`config.mk`:
```
export PLATFORM = sky130hd
export DESIGN_NAME = store_buffer
export DESIGN_NICKNAME = d
export VERILOG_FILES = /design/src/rtl/store_buffer_pkg.sv /design/src/rtl/sb_byte_mask.sv /design/src/rtl/store_buffer.sv
export SDC_FILE = /design/constraint.sdc
export NUM_CORES = 1
export LEC_CHECK = 0
export BUFFER_PORTS_ARGS = -buffer_cell sky130_fd_sc_hd__clkbuf_2
export CAP_MARGIN = 20
export CORE_MARGIN = 2
export CORE_UTILIZATION = 35
export CTS_BUF_LIST = sky130_fd_sc_hd__clkbuf_16
export DETAILED_ROUTE_END_ITERATION = 6
export GPL_TIMING_DRIVEN = 0
export HOLD_SLACK_MARGIN = 0.1
export PLACE_DENSITY_LB_ADDON = 0.05
export SLEW_MARGIN = 0
export SYNTH_ARGS = -nofsm -noshare
export SYNTH_HDL_FRONTEND = slang
export SYNTH_HIERARCHICAL = 1
export SYNTH_SLANG_ARGS = --single-unit
export TNS_END_PERCENT = 10
```
`constraint.sdc`:
```
create_clock -name clk -period 4.45 [get_ports clk]
set_clock_uncertainty 0.05 [all_clocks]
set_input_delay 0.2225 -clock clk [delete_from_list [all_inputs] [get_ports clk]]
set_output_delay 0.2225 -clock clk [all_outputs]
set_load 0.02 [all_outputs]
```
`src/rtl/store_buffer_pkg.sv`:
```
// Shared store-buffer definitions: DM mode codes, entry layout, byte-mask and load-extend helpers.
// Used by store_buffer and sb_byte_mask; the SB_FWD_EN build also uses sb_load_extend.
package store_buffer_pkg;

    localparam logic [3:0] DM_WORD          = 4'd1;
    localparam logic [3:0] DM_HALF          = 4'd2;
    localparam logic [3:0] DM_HALF_UNSIGNED = 4'd3;
    localparam logic [3:0] DM_BYTE          = 4'd4;
    localparam logic [3:0] DM_BYTE_UNSIGNED = 4'd5;

    typedef struct packed {
        logic [3:0]  mode;
        logic [31:0] addr;
        logic [31:0] data;
        logic [31:0] pc;
        logic [3:0]  mask;
    } sb_entry_t;

    // Unsigned load modes touch the same lanes as their signed counterparts.
    function automatic logic [3:0] sb_mask(input logic [3:0] mode, input logic [1:0] addr_lo);
        logic [3:0] mask;
        case (mode)
            DM_WORD:                   mask = 4'b1111;
            DM_HALF, DM_HALF_UNSIGNED: mask = 4'b0011 << {addr_lo[1], 1'b0};
            DM_BYTE, DM_BYTE_UNSIGNED: mask = 4'b0001 << addr_lo;
            default:                   mask = 4'b0000;
        endcase
        return mask;
    endfunction

    // Selects and extends a byte/half out of a stored word, as DM would return it.
    function automatic logic [31:0] sb_load_extend(input logic [31:0] word,
                                                   input logic [3:0]  mode,
                                                   input logic [1:0]  addr_lo);
        logic [7:0]  b;
        logic [15:0] h;
        logic [31:0] r;
        b = word[{addr_lo, 3'b000} +: 8];
        h = addr_lo[1] ? word[31:16] : word[15:0];
        case (mode)
            DM_HALF:          r = {{16{h[15]}}, h};
            DM_HALF_UNSIGNED: r = {16'h0000, h};
            DM_BYTE:          r = {{24{b[7]}}, b};
            DM_BYTE_UNSIGNED: r = {24'h000000, b};
            default:          r = word;
        endcase
        return r;
    endfunction

endpackage

```
`src/rtl/sb_byte_mask.sv`:
```
// Byte-lane mask for a DM access: mode and address low bits in, 4-bit lane mask out.
module sb_byte_mask
    import store_buffer_pkg::*;
(
    input  logic [3:0] i_mode,
    input  logic [1:0] i_addr_lo,
    output logic [3:0] o_mask
);

    assign o_mask = sb_mask(i_mode, i_addr_lo);

endmodule

```
`src/rtl/store_buffer.sv`:
```
// In-order store FIFO between MEM and DM; drains one store per cycle when loads leave the port free.
// Optional SB_FWD_EN: loads whose youngest overlapping entry is a word store are forwarded.
module store_buffer
    import store_buffer_pkg::*;
#(
    parameter int unsigned DEPTH = 4
) (
    input  logic        clk,
    input  logic        reset,
    input  logic        SB_i_Valid,
    input  logic [3:0]  SB_i_Mode,
    input  logic [31:0] SB_i_Addr,
    input  logic [31:0] SB_i_WData,
    input  logic [31:0] SB_i_PC,
    output logic        SB_o_Ready,
    input  logic        SB_i_LoadActive,
    input  logic [3:0]  SB_i_LdMode,
    input  logic [31:0] SB_i_LdAddr,
    output logic        SB_o_LdStall,
    output logic        SB_o_LdFwdValid,
    output logic [31:0] SB_o_LdFwdData,
    output logic        SB_o_DMWEnable,
    output logic [3:0]  SB_o_DMMode,
    output logic [31:0] SB_o_DMAddr,
    output logic [31:0] SB_o_DMWData,
    output logic [31:0] SB_o_DMPC,
    output logic        SB_o_Empty
);

    localparam int unsigned      PTR_W      = $clog2(DEPTH);
    localparam logic [PTR_W:0]   FULL_COUNT = (PTR_W + 1)'(DEPTH);

    sb_entry_t        r_mem [DEPTH];
    logic [PTR_W-1:0] r_head;
    logic [PTR_W-1:0] r_tail;
    logic [PTR_W:0]   r_count;

    logic             w_enq;
    logic             w_pop;
    logic             w_empty;
    logic [3:0]       w_st_mask;
    logic [3:0]       w_ld_mask;
    logic [PTR_W-1:0] w_off [DEPTH];
    logic [DEPTH-1:0] w_ovl;
    logic             w_any_ovl;
    logic             w_fwd_valid;
    logic [31:0]      w_fwd_data;
    sb_entry_t        w_head;

    sb_byte_mask u_st_mask (
        .i_mode    (SB_i_Mode),
        .i_addr_lo (SB_i_Addr[1:0]),
        .o_mask    (w_st_mask)
    );

    sb_byte_mask u_ld_mask (
        .i_mode    (SB_i_LdMode),
        .i_addr_lo (SB_i_LdAddr[1:0]),
        .o_mask    (w_ld_mask)
    );

    assign w_empty    = (r_count == '0);
    assign SB_o_Empty = w_empty;
    assign SB_o_Ready = (r_count != FULL_COUNT);
    assign w_enq      = SB_i_Valid && SB_o_Ready;

    // Offset from head decides validity; the pointers alone cannot tell full from empty.
    always_comb begin
        for (int i = 0; i < DEPTH; i++) begin
            w_off[i] = PTR_W'(i) - r_head;
            w_ovl[i] = ({1'b0, w_off[i]} < r_count) &&
                       (r_mem[i].addr[31:2] == SB_i_LdAddr[31:2]) &&
                       ((r_mem[i].mask & w_ld_mask) != 4'b0000);
        end
    end

    assign w_any_ovl = |w_ovl;

`ifdef SB_FWD_EN
    logic [PTR_W-1:0] w_young_idx;
    logic [PTR_W-1:0] w_young_off;

    always_comb begin
        w_young_idx = '0;
        w_young_off = '0;
        for (int i = 0; i < DEPTH; i++) begin
            if (w_ovl[i] && (w_off[i] >= w_young_off)) begin
                w_young_idx = PTR_W'(i);
                w_young_off = w_off[i];
            end
        end
    end

    assign w_fwd_valid = SB_i_LoadActive && w_any_ovl && (r_mem[w_young_idx].mode == DM_WORD);
    assign w_fwd_data  = w_fwd_valid ?
                         sb_load_extend(r_mem[w_young_idx].data, SB_i_LdMode, SB_i_LdAddr[1:0]) :
                         32'h0000_0000;
`else
    assign w_fwd_valid = 1'b0;
    assign w_fwd_data  = 32'h0000_0000;
`endif

    assign SB_o_LdFwdValid = w_fwd_valid;
    assign SB_o_LdFwdData  = w_fwd_data;
    assign SB_o_LdStall    = SB_i_LoadActive && w_any_ovl && !w_fwd_valid;

    // A stalled load leaves the port idle, so the blocking store can always drain.
    assign w_pop          = !w_empty && (!SB_i_LoadActive || SB_o_LdStall);
    assign SB_o_DMWEnable = w_pop;

    assign w_head       = r_mem[r_head];
    assign SB_o_DMMode  = w_empty ? 4'h0          : w_head.mode;
    assign SB_o_DMAddr  = w_empty ? 32'h0000_0000 : w_head.addr;
    assign SB_o_DMWData = w_empty ? 32'h0000_0000 : w_head.data;
    assign SB_o_DMPC    = w_empty ? 32'h0000_0000 : w_head.pc;

    always_ff @(posedge clk) begin
        if (w_enq) begin
            r_mem[r_tail] <= '{mode: SB_i_Mode, addr: SB_i_Addr, data: SB_i_WData,
                               pc: SB_i_PC, mask: w_st_mask};
        end
    end

    always_ff @(posedge clk or posedge reset) begin
        if (reset) begin
            r_head  <= '0;
            r_tail  <= '0;
            r_count <= '0;
        end else begin
            if (w_enq) begin
                r_tail <= r_tail + 1'b1;
            end
            if (w_pop) begin
                r_head <= r_head + 1'b1;
            end
            case ({w_enq, w_pop})
                2'b10:   r_count <= r_count + 1'b1;
                2'b01:   r_count <= r_count - 1'b1;
                default: r_count <= r_count;
            endcase
        end
    end

endmodule

```
==> results of run 1 <==
sequential cells by signal (all words and copies together) (netlist names):
name,flops
r_count,3
r_head,2
r_mem,416
r_tail,2
worst min path at each step:
stage / start / to / slack [ns] / cells past startpoint
after CTS: SB_i_PC[30] / r_mem[1][34]$_DFFE_PP_ / 0.33 / 2
after floorplan: reset / r_count[0]$_DFFE_PP0P_ / -0.02 / 1
after detailed placement: reset / r_tail[1]$_DFFE_PP0P_ / 0.12 / 2
after global placement: reset / r_tail[0]$_DFFE_PP0P_ / 0.12 / 2
after global routing: SB_i_WData[16] / r_mem[3][52]$_DFFE_PP_ / 0.36 / 2
final: SB_i_Addr[6] / r_mem[1][74]$_DFFE_PP_ / 0.37 / 2
stage by stage:
step | utilization, % | instances | setup WS (ns)
global placement | 39.8 | 1960 | -1.87
CTS | 44.9 | 2155 | 0.0681
finish | 45.0 | 2157 | 0.465
floorplan | - | 1037 | 0.686
global route | 45.0 | 2157 | 0.129
detailed placement | 40.2 | 1968 | 0.0383
logic make-up after synthesis:
kind of cell             Yosys count
buffers and inverters             79
flip-flops                       423
multiplexers                     101
AND/OR/NAND/NOR                  236
AO/OA/AOI/OAI                     30
XOR/XNOR                         125
other                              1
adder cells (fa/ha/maj)           10
worst max-delay path, cell delays in order, from the launching register on:
cell and delay [ns]:
dfrtp_1 0.35, clkbuf_1 0.31, clkbuf_2 0.38, xnor2_1 0.19, inv_1 0.07, ha_1 0.27, a21oi_1 0.06, nor2_1 0.27
nor4_1 0.14, nor4_1 0.66, a21oi_1 0.23, clkbuf_2 0.21
report_power, final:
part	leakage, uW	internal [uW]	switching, uW
Combinational	0.00369	2290	3550
Sequential	0.00390	5250	233
Clock	0.000719	1980	1540
cell type report:
type                       instances  area, um^2
antenna                            2        5.00
buffer                            68         404
clock buffer                      49        1230
clock inverter                    34         155
fill                            4666       28300
inverter                          11        41.3
multi-input combinational        535        5290
sequential                       423       12700
tap                              680         851
timing repair buffer             355        2470
repair_timing:
item                                    CTS  global route
pin swaps                                 0             0
resized for setup                         1             1
endpoints found under the hold margin   427             0
hold buffers                            104             0
endpoints found under the setup margin    1             3
buffers inserted                          0             0
routing by layer:
metal	GRT usage [%]	part of all wire [%]
met5	0	0.083
met4	5.03	1.4
met3	3.93	5.5
met2	31.4	49
met1	25.0	44
cells in the mapped netlist, types with 8 or more instances:
master	count	area share [%]
edfxtp_1	416	68
xor2_1	122	5.9
and2_1	102	3.5
mux4_2	100	12
nor4_1	56	1.9
buf_4	36	1.5
clkbuf_1	19	0.39
nor2_1	18	0.37
nand4_1	12	0.41
inv_1	11	0.23
nand2_1	11	0.23
nand3_1	10	0.27
buf_2	9	0.25
ha_1	9	0.62
a22oi_1	8	0.33
a31oi_1	8	0.27
==> reports/results.tsv, run 1 <==
stage	metric	value	unit
outcome	status	completed	
global_routing	grt_pass1_wl	73400	um
cells_and_area	layout.nets	1592	
synthesis	synth_mux_area_share	12.4	%
die	die_h	232	um
global_routing	antenna_found_initial	6	
worst_setup_path	startpoint_type	register	
synthesis	synthFlopType	edfxtp_1	
placed_design	place.gp.congestion	0.936	
synthesis	synth_xor_area_share	6.00	%
worst_setup_path	cp-endpoint	SB_o_DMWEnable	
die	ios	277	
sta	setup_violations	0	
route	firstDrtPassIters	5	
synthesis	synthArstFlopShare	1.65	%
sta	period_needed	3.98	ns
synthesis	avgSynthCellArea	18.2	um^2
run	maxCapViolations	0	
power	power.total	14800	uW
worst_setup_path	rr_endpoint	r_count[2]$_DFFE_PP0P_	
global_routing	grt_overflow	0	
route	wl	50300	um
clock_network	tritoncts	yes	
worst_setup_path	required	4.18	ns
global_routing	gr-usage-all-layers	18.8	%
clock_network	root_buffer	clkbuf_16	
worst_setup_path	critPathArrivalTime	3.71	ns
clock_network	clock_latency	0.57	ns
power	ir_worst_vdd	0.360	mV
synthesis	yosysUniqueCellTypes	42	
synthesis	synthCells	1005	
worst_setup_path	r2r_setup_slack	0.49	ns
synthesis	synth_enable_flop_cells	416	
synthesis	synthAdderAreaFrac	0.726	%
clock_network	htree_levels	2	
route	postRouteAntennaNets	0	
route	vias	10400	
worst_setup_path	end_kind	output port	
worst_setup_path	r2r_start	r_head[1]$_DFFE_PP0P_	
power	leakagePower	0.00830	uW
sta	max_freq	251	MHz
global_routing	grt_pass1_vias	11000	
worst_setup_path	cp_max_fo	10	
route	drt_iter0_markers	632	
sta	hold_viol	0	
hold_path	hp-class	input port to register	
cells_and_area	mostFrequentLayoutCells	416 x edfxtp_1, 245 x clkbuf_2, 122 x xor2_1	
synthesis	syn_area	0.0183	mm^2
sta	tightestPinTransition	0.909	ns
placed_design	dpl.hpwl	35500	um
route	drc	0	
die	die_w	232	um
cells_and_area	final_cell_area	0.0231	mm^2
synthesis	synth_simple_gate_area_share	7.92	%
synthesis	ys_ff_latch	423	
sta	hold_ws	0.369	ns
sta	relSlewSlack	39.4	%
placed_design	portBuffers	243	
sta	fin_tns_setup	0	ns
cells_and_area	final_common_cell	edfxtp_1	
clock_network	clock-sinks	423	
synthesis	yosysWarnings	6	
clock_network	cts_made_buffers	48	
die	initial_core_util	35.5	%
worst_setup_path	crit_path_start	r_head[1]$_DFFE_PP0P_	
sta	post-route-period-util	89.5	%
synthesis	synth_seq_area_share	69.4	%
worst_setup_path	critical_path_class	register to output port	
synthesis	synth_top_family_by_area	multiplexers	
cells_and_area	areaGrowthSynthToFinish	26.6	%
sta	rsz0062_at_grt	no	
synthesis	synth_compound_area_share	1.14	%
worst_setup_path	rr_worst_depth	16	
route	wl_per_cell	23.3	um
die	core_area	0.0514	mm^2
die	fp.dieArea	0.0540	mm^2
cells_and_area	post_route_cells_drive_above_1_share	31.7	%
sta	slew_viol_final	0	
die	fp-row-count	83	
route	avgViaCountPerCell	4.84	
clock_network	path_clk_slew	0.06	ns
clock_network	clk_path_buf_depth	3	
power	power.density	642	mW/mm^2
placed_design	place_area	0.0207	mm^2
global_routing	grt_max_degree	50	
(Power assumes the default switching activity.)
==> run 2, diff against run 1 <==
--- a/config.mk
+++ b/config.mk
@@ -7,7 +7,6 @@
 export LEC_CHECK = 0
 export BUFFER_PORTS_ARGS = -buffer_cell sky130_fd_sc_hd__clkbuf_2
 export CAP_MARGIN = 20
-export CORE_MARGIN = 2
 export CORE_UTILIZATION = 35
 export CTS_BUF_LIST = sky130_fd_sc_hd__clkbuf_16
 export DETAILED_ROUTE_END_ITERATION = 6
==> constraint.sdc (replaced) <==
create_clock -name clk -period 3.28 [get_ports clk]
set_clock_uncertainty 0.05 [all_clocks]
set_input_delay 0.164 -clock clk [delete_from_list [all_inputs] [get_ports clk]]
set_output_delay 0.164 -clock clk [all_outputs]
set_load 0.02 [all_outputs]
==> run 2 against run 1 <==
  * Sequential power is 36% higher
  * Critical path type is now register to register
  * Critical endpoint is now r_count[2]$_DFFE_PP0P_
  * Highest routed layer unchanged
  * Setup slack got worse by 0.38 ns
  * Via count is 1.3% higher
  * Critical path depth up 5
  * Global-route usage is 0.37 points higher
==> reports/results.tsv, run 2 (synthesis results as in run 1) <==
stage	metric	value	unit	change
cells_and_area	areaGrowthSynthToFinish	27.7	%	
placed_design	place.gp.congestion	0.905		-3.3%
outcome	status	completed		
cells_and_area	fillCellCount	4603		-1.4%
cells_and_area	top_regs	r_mem: 416 flops, r_count: 3 flops		
global_routing	antenna_found_initial	2		-4
sta	max_freq	313	MHz	
cells_and_area	final_common_cell	edfxtp_1		
worst_setup_path	startpoint_type	register		
route	wl	50700	um	+0.67%
cells_and_area	largest_reg_flops	416		unchanged
placed_design	dpl.hpwl	35800	um	+0.68%
route	drt_iter0_markers	650		+2.8%
worst_setup_path	critPathArrivalTime	3.62	ns	-0.09 ns
worst_setup_path	end_kind	register		
die	initial_core_util	35.5	%	unchanged
power	p_sw	7280	uW	+37%
placed_design	place_area	0.0207	mm^2	about the same
cells_and_area	fin_cells	2159		+0.093%
route	avgViaCountPerCell	4.90		+1.2%
run	maxCapViolations	0		unchanged
route	postRouteAntennaNets	0		unchanged
sta	rsz0062_at_grt	yes		
global_routing	grt_overflow	0		unchanged
cells_and_area	multi_input_comb_area	0.00539	mm^2	+2.0%
die	die_w	230	um	-0.86%
hold_path	hp-class	input port to register		
power	leakagePower	0.00839	uW	+1.1%
global_routing	grt_pass1_wl	74000	um	+0.87%
placed_design	dp_cells	1968		unchanged
die	die_h	230	um	-0.86%
power	ir_worst_vdd	0.551	mV	+53%
sta	slew_viol_final	0		unchanged
cells_and_area	layout.nets	1597		+0.31%
sta	tightestPinTransition	0.905	ns	-0.00375 ns
placed_design	portBuffers	243		unchanged
clock_network	clk_path_buf_depth	3		unchanged
power	p_clk_share	23.5	%	-0.2 points
worst_setup_path	required	3.71	ns	-0.47 ns
power	pwr-share-comb	39.9	%	+0.6 points
die	ios	277		unchanged
worst_setup_path	slowest_stage	dfrtp_2		
worst_setup_path	worstPathCellList	buf_12 -> inv_1 -> ha_1 -> a21boi_0 -> o21bai_2 -> nand3_1 -> nor3_2 -> nor4_2 -> buf_4 -> a21oi_4 -> ha_4 -> inv_1 -> fa_2 -> xor2_1 -> nor2_1 -> xor2_1		
cells_and_area	final_cell_area	0.0233	mm^2	+0.89%
cells_and_area	final_util	45.4	%	+0.40 points
worst_setup_path	crit_family	adder cells		
power	p_int	13100	uW	+38%
clock_network	clock-sinks	423		unchanged
die	fp.dieArea	0.0531	mm^2	-1.7%
power	power.density	875	mW/mm^2	+36%
clock_network	htree_levels	2		unchanged
clock_network	path_clk_slew	0.06	ns	about the same
cells_and_area	post_route_cells_drive_above_1_share	32.5	%	+0.88 points
sta	hold_viol	0		unchanged
power	sw_frac_of_total	35.7	%	-0.18 points
power	power_frac_seq	36.6	%	-0.4 points
worst_setup_path	cp_slowest_stage_delay	0.42	ns	-0.24 ns
clock_network	root_buffer	clkbuf_16		
worst_setup_path	path_buf_inv	4		unchanged
global_routing	gr-usage-all-layers	19.2	%	+0.37 points
sta	hold_ws	0.312	ns	-0.0566 ns
cells_and_area	mostFrequentLayoutCells	416 x edfxtp_1, 243 x clkbuf_2, 122 x xor2_1		
route	vias	10600		+1.3%
cells_and_area	seqCellArea	0.0127	mm^2	about the same
clock_network	cts_made_buffers	47		-2.1%
global_routing	grt_pass1_vias	11100		+1.1%
die	core_area	0.0514	mm^2	unchanged
route	firstDrtPassIters	5		unchanged
clock_network	tritoncts	yes		
die	fp-row-count	83		unchanged
sta	relSlewSlack	39.7	%	+0.25 points
worst_setup_path	critical_path_class	register to register		
worst_setup_path	cp_max_fo	10		unchanged
route	wl_per_cell	23.5	um	+0.58%
sta	period_needed	3.19	ns	
sta	setup_violations	0		unchanged
sta	post-route-period-util	97.3	%	
route	drc	0		unchanged
global_routing	grt_max_degree	50		unchanged
clock_network	clock_latency	0.57	ns	about the same
cells_and_area	regMostFlops	r_mem		
-- run 2: changes by cell type in the layout (fill, tap and decap cells not counted), sizes merged --
| cell | previous run | this run |
|---|---|---|
| buf | 56 | 62 |
| bufinv | 0 | 1 |
| clkinv | 22 | 11 |
| clkinvlp | 2 | 1 |
| diode | 2 | 1 |
| inv | 21 | 29 |
-- run 2: final timing paths --
kind                       depth (start not counted)                     end  slack (ns)              startpoint
max                                               16  r_count[2]$_DFFE_PP0P_        0.09   r_head[1]$_DFFE_PP0P_
min                                                2  r_mem[2][25]$_DFFE_PP_        0.31             SB_i_PC[21]
max in group asynchronous                          4   r_head[1]$_DFFE_PP0P_        2.35                   reset
max reg2reg                                       16  r_count[2]$_DFFE_PP0P_        0.09   r_head[1]$_DFFE_PP0P_
min reg2reg                                        1  r_count[0]$_DFFE_PP0P_        0.55  r_count[0]$_DFFE_PP0P_
min in group asynchronous                          4   r_head[0]$_DFFE_PP0P_        0.58                   reset
-- run 2: through the flow --
stage / TNS [ns] / total power [uW] / worst slack [ns]
2_1_floorplan: -150.96 / 12600 / -0.483
3_3_place_gp: -1011.81 / 15600 / -3.08
3_5_place_dp: -4.56 / 15600 / -1.20
4_1_cts: 0 / 20700 / 0.0151
5_1_grt: -0.0200 / 21500 / -0.0166
6_report: 0 / 20400 / 0.0874
-- run 2: power groups by stage --
stage	logic, uW	clock network, uW	registers [uW]
floorplan	5010	0	7550
global placement	7840	0	7770
detailed placement	8020	0	7560
CTS	8250	4950	7460
global route	8750	5150	7550
finish	8150	4800	7460
-- run 2: timing repair --
action / 4_1_cts / 5_1_grt
hold endpoints to repair: 427 / 0
pin swaps: 7 / 9
gates resized for setup: 21 / 13
gates cloned: 0 / 0
hold buffers: 104 / 0
buffers inserted: 3 / 4
endpoints found under the setup margin: 64 / 2
-- run 2: worst register-to-register path, cell delays in order (launching register included) --
cell	delay (ns)
dfrtp_2	0.42
buf_12	0.16
inv_1	0.09
ha_1	0.31
a21boi_0	0.14
o21bai_2	0.22
nand3_1	0.15
nor3_2	0.19
nor4_2	0.08
buf_4	0.17
a21oi_4	0.20
ha_4	0.16
inv_1	0.04
fa_2	0.32
xor2_1	0.15
nor2_1	0.13
xor2_1	0.16
-- run 2: layout make-up --
type | count | area share, %
multi-input combinational | 535 | 23.1
inverter | 11 | 0.177
antenna | 1 | 0.0107
clock inverter | 31 | 0.649
timing repair buffer | 362 | 10.9
clock buffer | 49 | 5.26
sequential | 423 | 54.3
tap | 680 | 3.65
buffer | 67 | 1.87
-- run 2: layer usage --
| layer | global-route usage [%] | up-vias | wire length [um] |
|---|---|---|---|
| li1 | - | 4817 | - |
| met1 | 25.5 | 5430 | 22000 |
| met2 | 31.8 | 260 | 24900 |
| met3 | 4.62 | 63 | 2860 |
| met4 | 4.18 | 2 | 876 |
| met5 | 0 | - | 8 |
